==> src/rtl/router_pkg.sv <==
// Shared defaults and types for the router output-channel FIFO.
package router_pkg;

   localparam int DATA_W_DEF  = 8;
   localparam int LEN_MSB_DEF = 7;
   localparam int LEN_LSB_DEF = 2;

   // One stored FIFO slot: header flag alongside the byte.
   typedef struct packed {
      logic                  hdr;
      logic [DATA_W_DEF-1:0] data;
   } entry_t;

   function automatic int occ_w(input int depth);
      return $clog2(depth) + 1;
   endfunction

endpackage

==> src/rtl/router_fifo_mem.sv <==
// Simple dual-port register array with one write port and a registered read port.
module router_fifo_mem #(
   parameter int W     = 9,
   parameter int DEPTH = 16,
   parameter int AW    = $clog2(DEPTH)
) (
   input  logic          clk,
   input  logic          clear,
   input  logic          wr_en,
   input  logic [AW-1:0] wr_addr,
   input  logic [W-1:0]  wr_data,
   input  logic          rd_en,
   input  logic [AW-1:0] rd_addr,
   output logic [W-1:0]  rd_data
);

   logic [W-1:0] mem [DEPTH];

   always_ff @(posedge clk) begin
      if (wr_en) mem[wr_addr] <= wr_data;
   end

   // read stage boundary: the output register is cleared so the channel never shows stale data after a flush
   always_ff @(posedge clk) begin
      if (clear)      rd_data <= '0;
      else if (rd_en) rd_data <= mem[rd_addr];
   end

endmodule

==> src/rtl/router_pkt_fifo.sv <==
// Packet-aware synchronous FIFO for one router output channel, with occupancy
// flags and an end-of-packet pulse aligned to the parity byte on dataout.
module router_pkt_fifo
   import router_pkg::*;
#(
   parameter int DATA_W   = DATA_W_DEF,
   parameter int DEPTH    = 16,
   parameter int LEN_MSB  = LEN_MSB_DEF,
   parameter int LEN_LSB  = LEN_LSB_DEF,
   parameter int AFULL_TH = DEPTH - 2
) (
   input  logic                      clk,
   input  logic                      resetn,
   input  logic                      soft_reset,
   input  logic                      write_enb,
   input  logic                      lfd_state,
   input  logic [DATA_W-1:0]         datain,
   input  logic                      read_enb,
   output logic [DATA_W-1:0]         dataout,
   output logic                      dout_valid,
   output logic                      full,
   output logic                      empty,
   output logic                      almost_full,
   output logic [occ_w(DEPTH)-1:0]   occupancy,
   output logic                      pkt_done
);

   localparam int AW = $clog2(DEPTH);
   localparam int OW = occ_w(DEPTH);
   localparam int RW = LEN_MSB - LEN_LSB + 2;

   logic            clear;
   logic            wr_acc;
   logic            rd_acc;
   logic [AW-1:0]   wr_ptr;
   logic [AW-1:0]   rd_ptr;
   logic [OW-1:0]   occ_cnt;
   logic [RW-1:0]   rem;
   logic [DATA_W:0] wr_entry;
   logic [DATA_W:0] rd_entry;
   logic            rd_hdr;
   logic [RW-2:0]   rd_len;

   assign clear    = !resetn || soft_reset;
   assign wr_acc   = write_enb && !full;
   assign rd_acc   = read_enb && !empty;
   assign wr_entry = {lfd_state, datain};

   assign full        = (occ_cnt == OW'(DEPTH));
   assign empty       = (occ_cnt == '0);
   assign almost_full = (occ_cnt >= OW'(AFULL_TH));
   assign occupancy   = occ_cnt;

   router_fifo_mem #(
      .W     (DATA_W + 1),
      .DEPTH (DEPTH),
      .AW    (AW)
   ) u_mem (
      .clk     (clk),
      .clear   (clear),
      .wr_en   (wr_acc),
      .wr_addr (wr_ptr),
      .wr_data (wr_entry),
      .rd_en   (rd_acc),
      .rd_addr (rd_ptr),
      .rd_data (rd_entry)
   );

   assign dataout = rd_entry[DATA_W-1:0];
   assign rd_hdr  = rd_entry[DATA_W];
   assign rd_len  = rd_entry[LEN_MSB:LEN_LSB];

   always_ff @(posedge clk) begin
      if (clear) begin
         wr_ptr  <= '0;
         rd_ptr  <= '0;
         occ_cnt <= '0;
      end else begin
         if (wr_acc) wr_ptr <= wr_ptr + AW'(1);
         if (rd_acc) rd_ptr <= rd_ptr + AW'(1);
         case ({wr_acc, rd_acc})
            2'b10:   occ_cnt <= occ_cnt + OW'(1);
            2'b01:   occ_cnt <= occ_cnt - OW'(1);
            default: occ_cnt <= occ_cnt;
         endcase
      end
   end

   // output stage boundary: rem trails the byte on dataout, so pkt_done is decoded
   // from the displayed entry and rem is advanced one edge later
   always_ff @(posedge clk) begin
      if (clear) begin
         dout_valid <= 1'b0;
         rem        <= '0;
      end else begin
         dout_valid <= rd_acc;
         if (dout_valid) begin
            if (rd_hdr)          rem <= {1'b0, rd_len} + RW'(1);
            else if (rem != '0)  rem <= rem - RW'(1);
         end
      end
   end

   assign pkt_done = dout_valid && !rd_hdr && (rem == RW'(1));

endmodule
==> config.mk <==
export PLATFORM = sky130hd
export DESIGN_NAME = router_pkt_fifo
export DESIGN_NICKNAME = d
export VERILOG_FILES = /design/src/rtl/router_pkg.sv /design/src/rtl/router_fifo_mem.sv /design/src/rtl/router_pkt_fifo.sv
export SDC_FILE = /design/constraint.sdc
export NUM_CORES = 1
export LEC_CHECK = 0
export ABC_AREA = 0
export BUFFER_PORTS_ARGS = -buffer_cell sky130_fd_sc_hd__buf_2
export CORE_MARGIN = 4
export CORE_UTILIZATION = 56
export CTS_CLUSTER_SIZE = 16
export DETAILED_ROUTE_END_ITERATION = 16
export PLACE_DENSITY = 0.83
export SETUP_SLACK_MARGIN = 0.02
export SLEW_MARGIN = 25
export SYNTH_ARGS = -nofsm -noshare
export SYNTH_HDL_FRONTEND = slang
export SYNTH_SLANG_ARGS = --single-unit
export TNS_END_PERCENT = 100
==> constraint.sdc <==
create_clock -name clk -period 6.4 [get_ports clk]
set_input_delay 1.28 -clock clk [delete_from_list [all_inputs] [get_ports clk]]
set_output_delay 1.28 -clock clk [all_outputs]
set_load 0.02 [all_outputs]
==> impl_metrics.py, run 1 <==
metrics = {
    "sta": {
        "setup_tns_ns": 0,
        "whs_ns": 0.5384,
        "max_slew_margin_pct": 34.22,
        "setup_viol": 0,
        "hold_violations": 0,
        "drv_slew": 0,
        "worstMarginPinSlew_ns": 0.9831,
        "fmax_ghz": 0.3195,
        "period_share_pct": 48.90,
        "fin_ws_ns": 3.270,
        "period_needed_ns": 3.130,
        "skew_ns": 0.005518,
        "rsz0062_at_grt": "no",
    },
    "setup_path": {
        "worstPathRequired_ns": 6.74,
        "start_kind": "input port",
        "crit_path_cell_trace": "buf_2 > o21ai_4 > inv_2 > ha_1 > inv_1 > fa_1 > nor2b_1 > o21ai_0 > nor4b_1 > or3_1 > a21oi_1",
        "reg2regPathDepth": 10,
        "critical_path_class": "input port to register",
        "end_kind": "register",
        "r2r_end": "occupancy[4]",
        "cp.arrival_ns": 3.47,
        "cpMaxStageDelayCell": "fa_1",
        "critPathMaxStageDelay_ns": 0.39,
        "path_max_fanout": 23,
        "r2r-start": "occupancy[0]",
        "ff2ff_setup_slack_ns": 3.40,
    },
    "yosys": {
        "synth_edf_count": 144,
        "ys_ff_latch": 174,
        "synth_flop_cell": "edfxtp_1",
        "syn_inst": 504,
        "yosysUniqueCellTypes": 48,
        "synthArstFlopShare_pct": 0,
        "syn_avg_cell_area_um2": 14.37,
        "yosysSeqAreaShare_pct": 67.98,
        "yosys_warnings": 0,
        "synth.net_count": 531,
        "syn_area_mm2": 0.007244,
    },
    "clocking": {
        "numCtsBuffers": 17,
        "cts_setup_buffers": 0,
        "insertion_delay_ns": 0.42,
        "ctsResizeCount": 0,
        "tritoncts": "built",
        "htreeDepth": 4,
        "clk_pin_slew_ns": 0.07,
        "cts_sinks": 174,
        "clock_path_buffers": 2,
        "cts_hold_buf": 0,
        "cts_root_buf": "clkbuf_16",
    },
    "global_route": {
        "grt.overflow.total": 0,
        "grtUsageTotal_pct": 20.70,
        "grt_pass1_vias": 4060,
        "grt_max_degree": 45,
        "grt_pass1_wl_mm": 22.63,
        "antenna_found_initial": 0,
    },
    "placed_design": {
        "pre_cts_ws_ns": 2.877,
        "dpl-instance-area_mm2": 0.007456,
        "place_congestion": 0.9895,
        "port_buffers": 31,
        "dpl.hpwl_mm": 9.463,
    },
    "worst_hold_path": {
        "hold_path.class": "register to register",
        "hold_path_depth": 2,
        "holdPathEnd": "rem[4]",
        "min_from": "rem[4]",
    },
    "layout": {
        "multiInputGateArea_mm2": 0.002110,
        "n_antenna_cell": 0,
        "area_growth_pct": 11.09,
        "fin_nets": 549,
        "finalInstanceArea_mm2": 0.008048,
        "layout-drive-gt1-share_pct": 15.51,
        "final-seq-area_mm2": 0.004928,
        "n_fill_cell": 932,
    },
    "drt": {
        "drc": 0,
        "ant_nets": 0,
        "num_vias": 4187,
        "drt_iter0_markers": 484,
        "wl_mm": 14.46,
        "vias_per_cell": 5.922,
        "first_pass_iters": 6,
        "wl_per_cell_um": 20.45,
    },
    "floorplan": {
        "ios": 32,
        "core_area_mm2": 0.01262,
        "die_x_um": 121.7,
        "start_util_pct": 57.41,
        "rows": 41,
        "die_area_mm2": 0.01482,
        "die_h_um": 121.7,
    },
    "run": {
        "cap_violations": 0,
    },
    "power_and_ir_drop": {
        "power.density_mw_per_mm2": 290.0,
        "finalPower_w": 0.002334,
        "ir_drop_mv": 0.1834,
        "leakage_nw": 2.575,
    },
    "status": {
        "status": "complete, no violations",
    },
}
## per-layer routing
metal	vias to the layer above	share of wire, %	track usage [%]
met5	-	0	0
met4	0	2.8	8.053
met3	34	6.4	4.457
met1	2018	41	27.58
li1	1958	-	-
met2	177	50	33.56
## layout make-up
type	count	share of cell area (%)
Sequential cell	174	61.24
Multi-Input combinational cell	285	26.21
Clock buffer	17	5.286
Tap cell	172	2.674
Timing Repair Buffer	32	2.021
Clock inverter	15	2.006
Inverter	12	0.5597
## flip-flops by register name, indices dropped and copies added (netlist names)
register,count
u_mem.mem,144
rd_ptr,4
u_mem.rd_data,9
occupancy,5
dout_valid,1
wr_ptr,4
rem,7
## synth_stat cells, drive strengths merged (2+ instances only)
cell type / instances / area share (%)
edfxtp: 144 / 60
mux2i: 75 / 10
o22ai: 36 / 3.1
nor2: 34 / 1.8
dfxtp: 30 / 8.3
buf: 26 / 2.2
a21oi: 21 / 1.6
o21ai: 19 / 1.8
nor4: 13 / 1.1
ha: 12 / 2.1
inv: 12 / 0.62
nand2: 12 / 0.62
clkbuf: 7 / 0.36
nand3: 7 / 0.48
nor3: 7 / 0.48
xor2: 7 / 0.85
nand2b: 5 / 0.43
xnor2: 5 / 0.60
nand3b: 4 / 0.41
nand4: 3 / 0.26
nor2b: 3 / 0.26
a21o: 2 / 0.22
nor4b: 2 / 0.24
o31ai: 2 / 0.21
or3: 2 / 0.17
or3b: 2 / 0.24
## worst max-delay path: cells and delay by family
kind                       cells  cell delay (ns)
AOI/OAI and AO/OA              3             0.29
and+or+nand+nor                3             0.63
adders and majority gates      2             0.73
buffers and inverters          3             0.54
## report_power, final
part / total [W] / switching (W) / internal (W)
clock network: 0.00101 / 0.000433 / 0.000580
registers: 0.00124 / 0.00000882 / 0.00123
logic: 0.0000779 / 0.0000553 / 0.0000226
total: 0.00233 / 0.000497 / 0.00184
## cells by family after synthesis
logic type                 synth area share (%)
AOI/OAI and AO/OA                         7.444
xor gates and xnor gates                  1.451
adders and majority gates                 2.349
buffers and inverters                     3.178
DFF                                       67.98
muxes                                     10.36
and+or+nand+nor                           7.237
## stage by stage
step / cells / utilization [%]
3_5_place_dp: 675 / 59.08
3_3_place_gp: 675 / 58.96
5_1_grt: 707 / 63.77
4_1_cts: 707 / 63.73
6_report: 707 / 63.77
2_1_floorplan: 504 / -
## placed cells by master (no fill, tap or decap), types with 3 or more instances in the layout
| cell | n |
|---|---|
| a21oi_1 | 19 |
| buf_2 | 31 |
| clkbuf_16 | 17 |
| clkinvlp_4 | 5 |
| dfxtp_1 | 29 |
| edfxtp_1 | 144 |
| ha_1 | 12 |
| inv_1 | 11 |
| inv_6 | 5 |
| mux2i_1 | 75 |
| nand2_1 | 12 |
| nand2b_1 | 5 |
| nand3_1 | 7 |
| nand3b_1 | 4 |
| nand4_1 | 3 |
| nor2_1 | 34 |
| nor2b_1 | 3 |
| nor3_1 | 3 |
| nor3_2 | 4 |
| nor4_1 | 13 |
| o21ai_0 | 8 |
| o21ai_1 | 4 |
| o21ai_2 | 6 |
| o22ai_1 | 36 |
| xnor2_1 | 5 |
| xor2_1 | 7 |
## how the worst max path moves through the flow
stage | start | endpoint | cells past startpoint
after floorplan | write_enb | occupancy[4] | 9
after global placement | read_enb | occupancy[4] | 11
after detailed placement | read_enb | occupancy[4] | 11
after CTS | read_enb | occupancy[4] | 11
after global routing | read_enb | occupancy[4] | 11
final | read_enb | occupancy[4] | 11
Note: power is estimated with default switching activity, not from simulation.
==> run 2: changes to the inputs <==
clock period = 3 ns   (was 6.4 ns; I/O delays follow)
==> run 2 against run 1 <==
  * Die area did not move
  * Critical path type is now register to register
  * Final cell count rose by 2.7%
  * Worst hold slack got worse by 0.099 ns
  * Clock skew rose by 0.0070 ns
  * Sequential power rose by 110%
  * Global-route usage rose by 0.83 points
  * Utilization rose by 0.96 points
  * Combinational power rose by 120%
==> impl_metrics.py, run 2 (synthesis results as in run 1) <==
metrics = {
    "drt": {
        "wl_met3_um": 987,
        "wl_per_cell_um": 20.67,
        "first_pass_iters": 6,
        "drt_iter0_markers": 557,
        "wl_met1_mm": 5.843,
        "vias_per_cell": 6.026,
        "dr_wl_met2_mm": 7.791,
        "drc": 0,
        "ant_nets": 0,
        "top_layer_used": "met4",
        "num_vias": 4375,
        "wl_mm": 15.01,
    },
    "floorplan": {
        "die_h_um": 121.7,
        "core_area_mm2": 0.01262,
        "ios": 32,
        "start_util_pct": 57.41,
        "die_area_mm2": 0.01482,
        "die_x_um": 121.7,
        "rows": 41,
    },
    "layout": {
        "top_regs": "u_mem.mem (144), u_mem.rd_data (9), rem (7)",
        "layout-drive-gt1-share_pct": 17.33,
        "layout_common_cells": "edfxtp_1 (144), mux2i_1 (75), o22ai_1 (36), nor2_1 (34), buf_2 (31)",
        "top_register": "u_mem.mem",
        "fin_nets": 569,
        "n_antenna_cell": 0,
        "final_common_cell": "edfxtp_1",
        "n_fill_cell": 868,
        "largest_reg_flops": 144,
        "final_util_pct": 64.73,
        "area_growth_pct": 12.76,
    },
    "sta": {
        "period_needed_ns": 2.811,
        "hold_violations": 0,
        "rsz0062_at_grt": "no",
        "setup_viol": 0,
        "skew_ns": 0.01253,
        "fmax_ghz": 0.3558,
        "worstMarginPinSlew_ns": 0.8610,
        "setup_tns_ns": 0,
        "max_slew_margin_pct": 42.60,
        "period_share_pct": 93.70,
        "drv_slew": 0,
    },
    "power_and_ir_drop": {
        "comb_power_share_pct": 3.6,
        "pwr-share-clk_pct": 41.8,
        "finalPower_w": 0.004856,
        "p_seq_share_pct": 54.6,
        "power.density_mw_per_mm2": 594.5,
        "leakage_nw": 2.665,
        "switching_share_pct": 21.14,
        "ir_drop_mv": 0.4891,
        "p_switching_w": 0.001027,
        "intPower_w": 0.003830,
    },
    "setup_path": {
        "end_kind": "register",
        "critical_path_class": "register to register",
        "critPathMaxStageDelay_ns": 0.56,
        "start_kind": "register",
        "cpMostUsedCell": "ha_1",
        "cpMaxStageDelayCell": "or4_4",
        "worstPathRequired_ns": 3.34,
        "path_max_fanout": 7,
        "crit_path_cell_trace": "or4_4 > o21ai_4 > inv_2 > ha_1 > ha_1 > nor2b_1 > o21ai_1 > nor4b_2 > or3_1 > a21oi_1",
        "reg2regPathDepth": 10,
        "cp.arrival_ns": 3.15,
    },
    "clocking": {
        "tritoncts": "built",
        "cts_setup_buffers": 0,
        "clk_pin_slew_ns": 0.06,
        "cts_root_buf": "clkbuf_16",
        "htreeDepth": 4,
        "insertion_delay_ns": 0.43,
        "numCtsBuffers": 17,
        "clock_path_buffers": 2,
        "cts_sinks": 174,
    },
    "placed_design": {
        "port_buffers": 31,
        "dpl.hpwl_mm": 9.462,
        "place_congestion": 0.8934,
    },
    "status": {
        "status": "complete, no violations",
    },
    "global_route": {
        "grt.overflow.total": 0,
        "grtUsageTotal_pct": 21.53,
        "grt_max_degree": 30,
        "grt_pass1_wl_mm": 23.29,
        "grt_pass1_vias": 4221,
        "antenna_found_initial": 0,
    },
    "run": {
        "cap_violations": 0,
    },
    "worst_hold_path": {
        "hold_path_depth": 3,
        "hold_path.class": "input port to register",
    },
}
## run 2: layout make-up
class / instances / area, um2 / share of cell area, %
Multi-Input combinational cell: 285 / 2096 / 25.65
Clock buffer: 19 / 432.9 / 5.299
Inverter: 12 / 45.04 / 0.5514
Clock inverter: 12 / 113.9 / 1.394
Tap cell: 172 / 215.2 / 2.634
Sequential cell: 174 / 4928 / 60.33
Timing Repair Buffer: 52 / 337.8 / 4.135
## run 2: final timing paths
kind | slack [ns] | endpoint | from
worst max register to register | 0.19 | occupancy[4] | occupancy[1]
worst max-delay path | 0.19 | occupancy[4] | occupancy[1]
worst min register to register | 0.54 | u_mem.rd_data[1] | u_mem.rd_data[1]
worst min-delay path | 0.44 | dout_valid | read_enb
## run 2: layer usage
metal | GRT usage [%] | vias up
li1 | - | 1995
met1 | 26.33 | 2157
met2 | 36.57 | 180
met3 | 5.803 | 43
met4 | 8.473 | 0
met5 | 0 | -
## run 2: power groups by stage
stage	Sequential, W	Clock, W	Combinational (W)
floorplan	0.00270	0	0.000103
global placement	0.00270	0	0.000164
detailed placement	0.00270	0	0.000172
CTS	0.00265	0.00205	0.000174
global route	0.00265	0.00216	0.000191
finish	0.00265	0.00203	0.000175
## run 2: critical path, delay by kind of cell, from the launching register on
kind                     cells  cell delay (ns)
AND/OR/NAND/NOR              4             1.27
adder cells (fa/ha/maj)      2             0.63
AO/OA/AOI/OAI                3             0.39
flip-flops                   1             0.38
buffers and inverters        1             0.05
## run 2: through the flow
stage          instances  setup slack, ns  hold WS [ns]  area, um2
2_1_floorplan        504           0.1850        0.4717       7244
5_1_grt              726          0.04220        0.4389       8169
6_report             726           0.1891        0.4394       8169
3_3_place_gp         695           0.3388        0.5016       7616
4_1_cts              726           0.2089        0.4278       8163
3_5_place_dp         695           0.2450        0.5190       7616
## run 2: repair_timing
item | CTS | global route
hold buffers | 0 | 0
gates resized for setup | 0 | 2
setup endpoints to repair | 0 | 1
